$ cat config.mk
export PLATFORM = sky130hd
export DESIGN_NAME = mcs4_clkgen
export DESIGN_NICKNAME = d
export VERILOG_FILES = /design/src/rtl/mcs4_pkg.sv /design/src/rtl/mcs4_phase_counter.sv /design/src/rtl/mcs4_clkgen.sv
export SDC_FILE = /design/constraint.sdc
export NUM_CORES = 1
export LEC_CHECK = 0
export ABC_CLOCK_PERIOD_IN_PS = 3300
export BUFFER_PORTS_ARGS = -buffer_cell sky130_fd_sc_hd__buf_2
export CAP_MARGIN = 0
export CORE_ASPECT_RATIO = 0.8
export CORE_MARGIN = 10
export CORE_UTILIZATION = 30
export CTS_CLUSTER_DIAMETER = 60
export DETAILED_ROUTE_END_ITERATION = 10
export PLACE_DENSITY = 0.53
export SYNTH_ARGS = -nofsm -noshare
export SYNTH_HDL_FRONTEND = slang
export SYNTH_SLANG_ARGS = --single-unit
$ cat constraint.sdc
create_clock -name sysclk -period 3.3 [get_ports sysclk]
set_clock_uncertainty 0.05 [all_clocks]
set_input_delay 0.66 -clock sysclk [delete_from_list [all_inputs] [get_ports sysclk]]
set_output_delay 0.66 -clock sysclk [all_outputs]
set_load 0.1 [all_outputs]
$ cat src/rtl/mcs4_pkg.sv
// mcs4_pkg -- shared encodings for the MCS-4 clock generator.
//   SC_A1..SC_X3 : subcycle numbers within an eight-subcycle instruction cycle
//   seg_t        : the four segments of one subcycle (clk1, gap, clk2, gap)
//   step_state_t : run / halt / single-step control states
//   next_seg()   : segment successor, wrapping SEG_GAP2 back to SEG_CLK1
package mcs4_pkg;

  localparam logic [2:0] SC_A1 = 3'd0;
  localparam logic [2:0] SC_A2 = 3'd1;
  localparam logic [2:0] SC_A3 = 3'd2;
  localparam logic [2:0] SC_M1 = 3'd3;
  localparam logic [2:0] SC_M2 = 3'd4;
  localparam logic [2:0] SC_X1 = 3'd5;
  localparam logic [2:0] SC_X2 = 3'd6;
  localparam logic [2:0] SC_X3 = 3'd7;

  typedef enum logic [1:0] {
    SEG_CLK1 = 2'd0,
    SEG_GAP1 = 2'd1,
    SEG_CLK2 = 2'd2,
    SEG_GAP2 = 2'd3
  } seg_t;

  typedef enum logic [1:0] {
    ST_RUN  = 2'd0,
    ST_HALT = 2'd1,
    ST_STEP = 2'd2
  } step_state_t;

  function automatic seg_t next_seg(input seg_t s);
    case (s)
      SEG_CLK1: return SEG_GAP1;
      SEG_GAP1: return SEG_CLK2;
      SEG_CLK2: return SEG_GAP2;
      default:  return SEG_CLK1;
    endcase
  endfunction

endpackage

$ cat src/rtl/mcs4_phase_counter.sv
// mcs4_phase_counter -- tick/segment counter for one subcycle.
// A subcycle is SEG_CLK1 (PHASE_TICKS), SEG_GAP1 (GAP_TICKS), SEG_CLK2
// (PHASE_TICKS), SEG_GAP2 (GAP_TICKS). The counter holds while enable is low.
// Ports:
//   clk, rst       : clock, asynchronous active-high reset (-> SEG_CLK1, tick 0)
//   enable         : advance one tick per clock when high
//   seg            : current segment
//   subcycle_done  : high on the enabled tick that wraps SEG_GAP2 -> SEG_CLK1
module mcs4_phase_counter
  import mcs4_pkg::*;
#(
  parameter int PHASE_TICKS = 4,
  parameter int GAP_TICKS   = 1
) (
  input  logic clk,
  input  logic rst,
  input  logic enable,
  output seg_t seg,
  output logic subcycle_done
);

  localparam int MAX_TICKS = (PHASE_TICKS > GAP_TICKS) ? PHASE_TICKS : GAP_TICKS;
  localparam int TW        = (MAX_TICKS > 1) ? $clog2(MAX_TICKS) : 1;

  logic [TW-1:0] tick;
  logic [TW-1:0] last_tick;
  logic          seg_done;

  always_comb begin
    last_tick = TW'(GAP_TICKS - 1);
    if (seg == SEG_CLK1 || seg == SEG_CLK2) last_tick = TW'(PHASE_TICKS - 1);
  end

  assign seg_done      = (tick == last_tick);
  assign subcycle_done = enable && seg_done && (seg == SEG_GAP2);

  // NOTE: state registers use non-blocking assignments so every flop samples
  // pre-edge values regardless of process evaluation order.
  always_ff @(posedge clk or posedge rst) begin
    if (rst) begin
      seg  <= SEG_CLK1;
      tick <= '0;
    end else if (enable) begin
      if (seg_done) begin
        seg  <= next_seg(seg);
        tick <= '0;
      end else begin
        tick <= tick + 1'b1;
      end
    end
  end

endmodule

$ cat src/rtl/mcs4_clkgen.sv
// mcs4_clkgen -- two-phase clock, SYNC and power-on-clear generator.
// Outputs are registered decodes of the counter state one tick behind it, so
// the first edge after reset presents X3/S0 (clk1_pad=1, sync_pad=1).
// Ports:
//   sysclk    : system clock
//   poc       : asynchronous active-high reset
//   run       : free-run enable (step build only)
//   step_req  : single-step request, rising-edge detected (step build only)
//   clk1_pad  : phase-1 clock        clk2_pad : phase-2 clock
//   sync_pad  : high throughout X3   poc_pad  : stretched power-on clear
//   subcycle  : current subcycle (A1=0 .. X3=7)
//   step_ack  : one-sysclk pulse on the edge that ends a single step
// Build option: define MCS4_CLKGEN_STEP_EN to enable run/halt/single-step
// control; otherwise the generator free-runs and step_ack is tied low.
module mcs4_clkgen
  import mcs4_pkg::*;
#(
  parameter int PHASE_TICKS = 4,
  parameter int GAP_TICKS   = 1,
  parameter int POC_CYCLES  = 4
) (
  input  logic       sysclk,
  input  logic       poc,
  input  logic       run,
  input  logic       step_req,
  output logic       clk1_pad,
  output logic       clk2_pad,
  output logic       sync_pad,
  output logic       poc_pad,
  output logic [2:0] subcycle,
  output logic       step_ack
);

  localparam int PW = $clog2(POC_CYCLES + 1);

  seg_t          seg;
  logic          subcycle_done;
  logic          enable;
  logic [2:0]    sc;
  logic          cycle_start;  // counter sits at A1/S0/tick0
  logic [PW-1:0] poc_cnt;

  mcs4_phase_counter #(
    .PHASE_TICKS(PHASE_TICKS),
    .GAP_TICKS  (GAP_TICKS)
  ) u_phase (
    .clk          (sysclk),
    .rst          (poc),
    .enable       (enable),
    .seg          (seg),
    .subcycle_done(subcycle_done)
  );

  // Subcycle counter and instruction-cycle boundary flag. cycle_start stays
  // set while halted, since a halt always parks the counter at A1/S0/tick0.
  always_ff @(posedge sysclk or posedge poc) begin
    if (poc) begin
      sc          <= SC_X3;
      cycle_start <= 1'b0;
    end else if (enable) begin
      if (subcycle_done) sc <= (sc == SC_X3) ? SC_A1 : sc + 3'd1;
      cycle_start <= subcycle_done && (sc == SC_X3);
    end
  end

  // POC stretcher: counts A1 entries; the entry after POC_CYCLES complete
  // cycles releases poc_pad. The partial X3 after reset never reaches here.
  always_ff @(posedge sysclk or posedge poc) begin
    if (poc) begin
      poc_cnt <= '0;
      poc_pad <= 1'b1;
    end else if (enable && cycle_start) begin
      if (poc_cnt == PW'(POC_CYCLES)) poc_pad <= 1'b0;
      else                            poc_cnt <= poc_cnt + 1'b1;
    end
  end

  // Output registers. A disabled (halted) edge forces clocks and sync low.
  always_ff @(posedge sysclk or posedge poc) begin
    if (poc) begin
      clk1_pad <= 1'b0;
      clk2_pad <= 1'b0;
      sync_pad <= 1'b0;
      subcycle <= SC_X3;
    end else begin
      clk1_pad <= enable && (seg == SEG_CLK1);
      clk2_pad <= enable && (seg == SEG_CLK2);
      sync_pad <= enable && (sc == SC_X3);
      subcycle <= sc;
    end
  end

`ifdef MCS4_CLKGEN_STEP_EN
  step_state_t state, state_next;
  logic        step_req_q;
  logic        step_rise;
  logic        ack_next;

  assign step_rise = step_req && !step_req_q;

  always_ff @(posedge sysclk or posedge poc) begin
    if (poc) begin
      state      <= ST_RUN;
      step_req_q <= 1'b0;
      step_ack   <= 1'b0;
    end else begin
      state      <= state_next;
      step_req_q <= step_req;
      step_ack   <= ack_next;
    end
  end

  // Halts are only taken at the X3->A1 boundary; step edges are only
  // honoured from HALT, so edges while running or stepping are dropped.
  // NOTE: every always_comb output gets a default first so no path can
  // leave a value unassigned and infer a latch.
  always_comb begin
    state_next = state;
    enable     = 1'b1;
    ack_next   = 1'b0;
    unique case (state)
      ST_RUN: begin
        if (cycle_start && !run) begin
          state_next = ST_HALT;
          enable     = 1'b0;
        end
      end
      ST_HALT: begin
        enable = 1'b0;
        if (run) begin
          state_next = ST_RUN;
          enable     = 1'b1;
        end else if (step_rise) begin
          state_next = ST_STEP;
          enable     = 1'b1;
        end
      end
      ST_STEP: begin
        if (cycle_start) begin
          state_next = ST_HALT;
          enable     = 1'b0;
          ack_next   = 1'b1;
        end
      end
      default: state_next = ST_RUN;
    endcase
  end
`else
  logic unused_inputs;

  assign enable        = 1'b1;
  assign step_ack      = 1'b0;
  assign unused_inputs = run ^ step_req;
`endif

endmodule

# == After elaboration in Yosys (flattened, before gate mapping) ==
# Index checks and enable logic that the tools add are counted.
# classes
add_sub_neg,3
n_mul,0
div,0
magnitude_cmp,0
eq_ne,6
shifts,0
mux,4
bitwise_logic,1
reduce_logical,6
# ops
op,count
$add 3x1->3 const B,2
$eq 3x3->1 const B,2
$pmux 2 s3,1
$eq 2x2->1 const B,2
$mux 2,2
$reduce_and 2->1,2
$mux 3,1
$add 2x1->2 const B,1
$eq 2x1->1 const B,1
$eq 2x2->1,1
$logic_and 1x1->1,2
$logic_not 2->1,1
$logic_or 1x1->1,1
$not 1->1,1
# totals
regBits,18
latchBits,0
ramBits,0
mem_bits_ro,0
input_bits,4
out_inout_bits,8
word_cells,30
n_memories,0

# == Logic depth before layout (Yosys ltp) ==
# depth
depth_word,6
ltp_mapped,6
ltp_nobuf,5

# == By module ==
# Synthesis repeated with hierarchy kept, for this count alone.
# hier_totals
hier_cells,75
hier_area_um2,873.3
# modules_own_cells
module,n_inst,cells_per_inst,area_each_um2,seq_area_each_um2
mcs4_clkgen,1,42,574.3,359.1
mcs4_phase_counter,1,33,299.0,100.1

# == Worst setup path after synthesis ==
# OpenSTA, ideal clock, no wires.
# synth_path
path_kind,reg2out
startpoint,reg clk1_pad
endpoint,out clk1_pad
arrival_ps,883
required_time_ps,2590
slack_ps,1707
path_stages_with_launch,1
path_buffers,0
cell_sequence,dfrtp_1
# synth_lines
element,line_no,source
start: declaration,mcs4_clkgen.sv:26,"output logic clk1_pad,"
start signal: assignment,mcs4_clkgen.sv:86,clk1_pad <= enable && (seg == SEG_CLK1);
# No word-level cell between the ends.

# == Worst setup path in the final report ==
# layout_path
startpoint,reg poc_pad
endpoint,out poc_pad
# layout_lines
element,line_no,source
start: declaration,mcs4_clkgen.sv:29,"output logic poc_pad,"
start signal: assignment,mcs4_clkgen.sv:71,poc_pad <= 1'b1;
start signal: assignment,mcs4_clkgen.sv:73,if (poc_cnt == PW'(POC_CYCLES)) poc_pad <= 1'b0;
# No word-level cell between the ends.

==> summary.md <==
| Metric | Value |
|---|---|
| Die ar. | 0.00530 mm2 |
| Worst-path clk slew | 100 ps |
| Ranking of synthesized cells by area | dfrtp_1 (33%), dfstp_2 (22%), ha_1 (10%) |
| GRT Total Usage | roughly 5% |
| Cell Chain, Critical Path | buf_2 |
| Worst Hold Path Cells | 0 |
| CP endpoint kind | output port |
| Share of cells above drive strength 1 | 32.4% |
| Post-CTS resize count | 0 |
| Setup Fix Bufs, Post-CTS | 0 |
| Core ar. | approximately 0.0027 mm2 |
| Routability cong. | 0.737 |
| Setup TNS | 0 ps |
| DRT Wirelength | 1190 um |
| RSZ-0062 raised after global routing | false |
| Ys async rst share | 100% |
| Syn. warnings | 0 |
| Hold Buf Count CTS | 0 |
| Mapped Area | 835 um2 |
| Ys flop type | dfrtp_1 |
| Post-Synthesis Net Count | 77 |
| CTS Buf Count | 3 |
| Drt pass-1 iters | 2 |
| Largest net degree at the start of global routing | 19 |
| Hpwl dp | 863 um |
| First-pass GRT wire length | 2100 um |
| TritonCTS clock tree | built |
| Fin area | a little over 900 um2 |
| Buf/Inv on CP | 1 |
| Die H | 67.2 um |
| Crit-path max FO | 2 |
| Period Utilization, post-route | 59.3% |
| Later-pin clock latency in the skew report | 290 ps |
| DP Area | roughly 880 um2 |
| Final setup fails | 0 |
| CTS max path bufs | 2 |
| Top cell type by total area after synthesis | dfrtp_1 |
| Final #Nets | 86 |
| IO Count | 12 |
| Mapped Cells | 66 |
| Crit path DAT | 1250 ps |
| Max Slew Vio Count | 0 |
| Fin. Hold Viols | 0 |
| Pleak | 0.456 nW |
| Vias | 478 |
| Post-synth top cells | dfrtp_1 (11), dfstp_2 (7), ha_1 (7), inv_1 (7), a21oi_1 (4) |
| Crit path largest cell delay | about 540 ps |
| WP data required | 2590 ps |
| IO buf count | 8 |
| Most common cell in the netlist | dfrtp_1 |
| Initial antenna violation count | 0 |
| H-tree Lvls | 1 |
| Share of the synthesized area in the top cell type | 33.0% |
| Starting Density | 30.9% |
| ANT nets after route | 0 |
| Largest delay share family, worst path | flip-flops |
| Reg2reg path depth | 5 |
| Clock Sinks | 18 |
| Tmin final | 1960 ps |
| Iter 0 DRT Violations | 10 |
| Final Core Density | about a third |
| Wire per inst | 10.7 um |
| Status | finished, final reports clean |
| Vias/cell | 4.27 |
| Power Density | 396 mW/mm2 |
| Crit path launch type | flip-flop |
| Max-cap viol count | 0 |
| Slew @ Worst Pin | 675 ps |
| Post-route DRC violation count | 0 |
| Area growth, synth to finish | 10.3% |
| Die Wd | 79.0 um |
| Slew HR | 55.0% |
| Hold crit path type | flip-flop to flip-flop |
| Ant. Diodes | 0 |
| GRT overflow | 0 |
| Vias in the first global route | 490 |
| Root Buffer | clkbuf_4 |
| FILL cells | 277 |
| Cell Rows | 17 |
| Post-synth EDFFs | 0 |
| Max Fclk | around 500 MHz |
| CP max stage cell | dfstp_2 |
| WP depth | 1 |
| Max VDD drop | 0.205 mV |
| Total power | 0.365 mW |
| Yosys reg bits | 18 |
| Synth unique cells | 26 |
| Syn avg cell area | 12.6 um2 |
| Crit Path Category | flip-flop to output port |
| Part of the Yosys area used for sequential elements | 55.0% |
worst paths after layout:
check | startpoint | endpoint | slack, ps
max in group asynchronous | poc | sync_pad$_DFF_PP0_ | 2370
min reg2reg | sc[2]$_DFFE_PP1P_ | subcycle[2]$_DFF_PP1_ | 330
min | sc[2]$_DFFE_PP1P_ | subcycle[2]$_DFF_PP1_ | 330
max reg2reg | u_phase.seg[0]$_DFFE_PP0N_ | u_phase.seg[1]$_DFFE_PP0N_ | 1640
max | poc_pad$_DFFE_PP1P_ | poc_pad | 1340
min in group asynchronous | poc | clk2_pad$_DFF_PP0_ | 400
power breakdown:
group          total, mW  leakage [nW]  internal, mW  switching (mW)
combinational    0.00963         0.222      0.000477         0.00915
sequential         0.221         0.213         0.221               0
clock              0.134        0.0210        0.0672          0.0668
logic make-up (layout without fill, tap and decap cells):
kind of cell	after synthesis	in the layout	share of synthesized area (%)
xor+xnor	2	2	2.10
flops	18	18	55.0
buf+inv	11	19	7.65
fa+ha+maj	7	7	10.5
compound gates	14	14	11.7
other cells	1	1	0.449
simple gates	10	10	7.20
mux	3	3	5.40
placed cells by master (no fill, tap or decap):
cell,Yosys,final
conb_1,1,1
o21ai_0,3,3
xor2_1,1,1
a221oi_1,1,1
nor2b_1,2,2
nor2_1,2,2
clkbuf_4,0,3
nand2_1,1,1
or3b_1,1,1
o31ai_4,1,1
xnor2_1,1,1
nand2_2,1,1
a211oi_1,1,1
dfstp_2,7,7
dfrtp_1,11,11
o21ai_1,1,1
inv_1,7,7
or3_1,1,1
mux2_4,3,3
and2_1,1,1
nand4b_1,1,1
a21boi_0,1,1
buf_2,0,8
ha_1,7,7
a21oi_1,4,4
clkbuf_8,0,1
a31oi_1,2,2
sequential cells by signal, indices dropped and copies added, names as in the netlist:
name,cells
sync_pad,1
clk2_pad,1
sc,3
u_phase.seg,2
poc_cnt,3
u_phase.tick,2
clk1_pad,1
poc_pad,1
subcycle,3
cycle_start,1
per-layer routing:
layer  GRT usage [%]  up-vias  share of wire [%]
li1                -      232                  -
met1            4.72      235                 43
met2            8.84        9                 48
met3            3.58        2                7.6
met4            2.01        0                1.2
met5               0        -                  0
worst register-to-register path, stage by stage, from the launching register on:
cell      delay (ps)
dfrtp_1          520
inv_1            130
ha_1             320
or3b_1           340
o21ai_1           80
a221oi_1          90
stage by stage:
step	worst slack (ps)	instances	hold WS [ps]
6_report	1340	112	333
5_1_grt	1300	112	344
4_1_cts	1320	112	337
3_5_place_dp	1650	108	320
3_3_place_gp	1670	108	317
2_1_floorplan	1710	66	312
area by class of cell:
type                            instances  area (um2)  area share (%)
Inverter                                7        26.3            2.85
Tap cell                               38        47.5            5.16
Timing Repair Buffer                    8        40.0            4.35
Multi-Input combinational cell         37         312            33.8
Clock buffer                            4        36.3            3.94
Sequential cell                        18         459            49.9
Note: power is estimated with default switching activity, not from simulation.
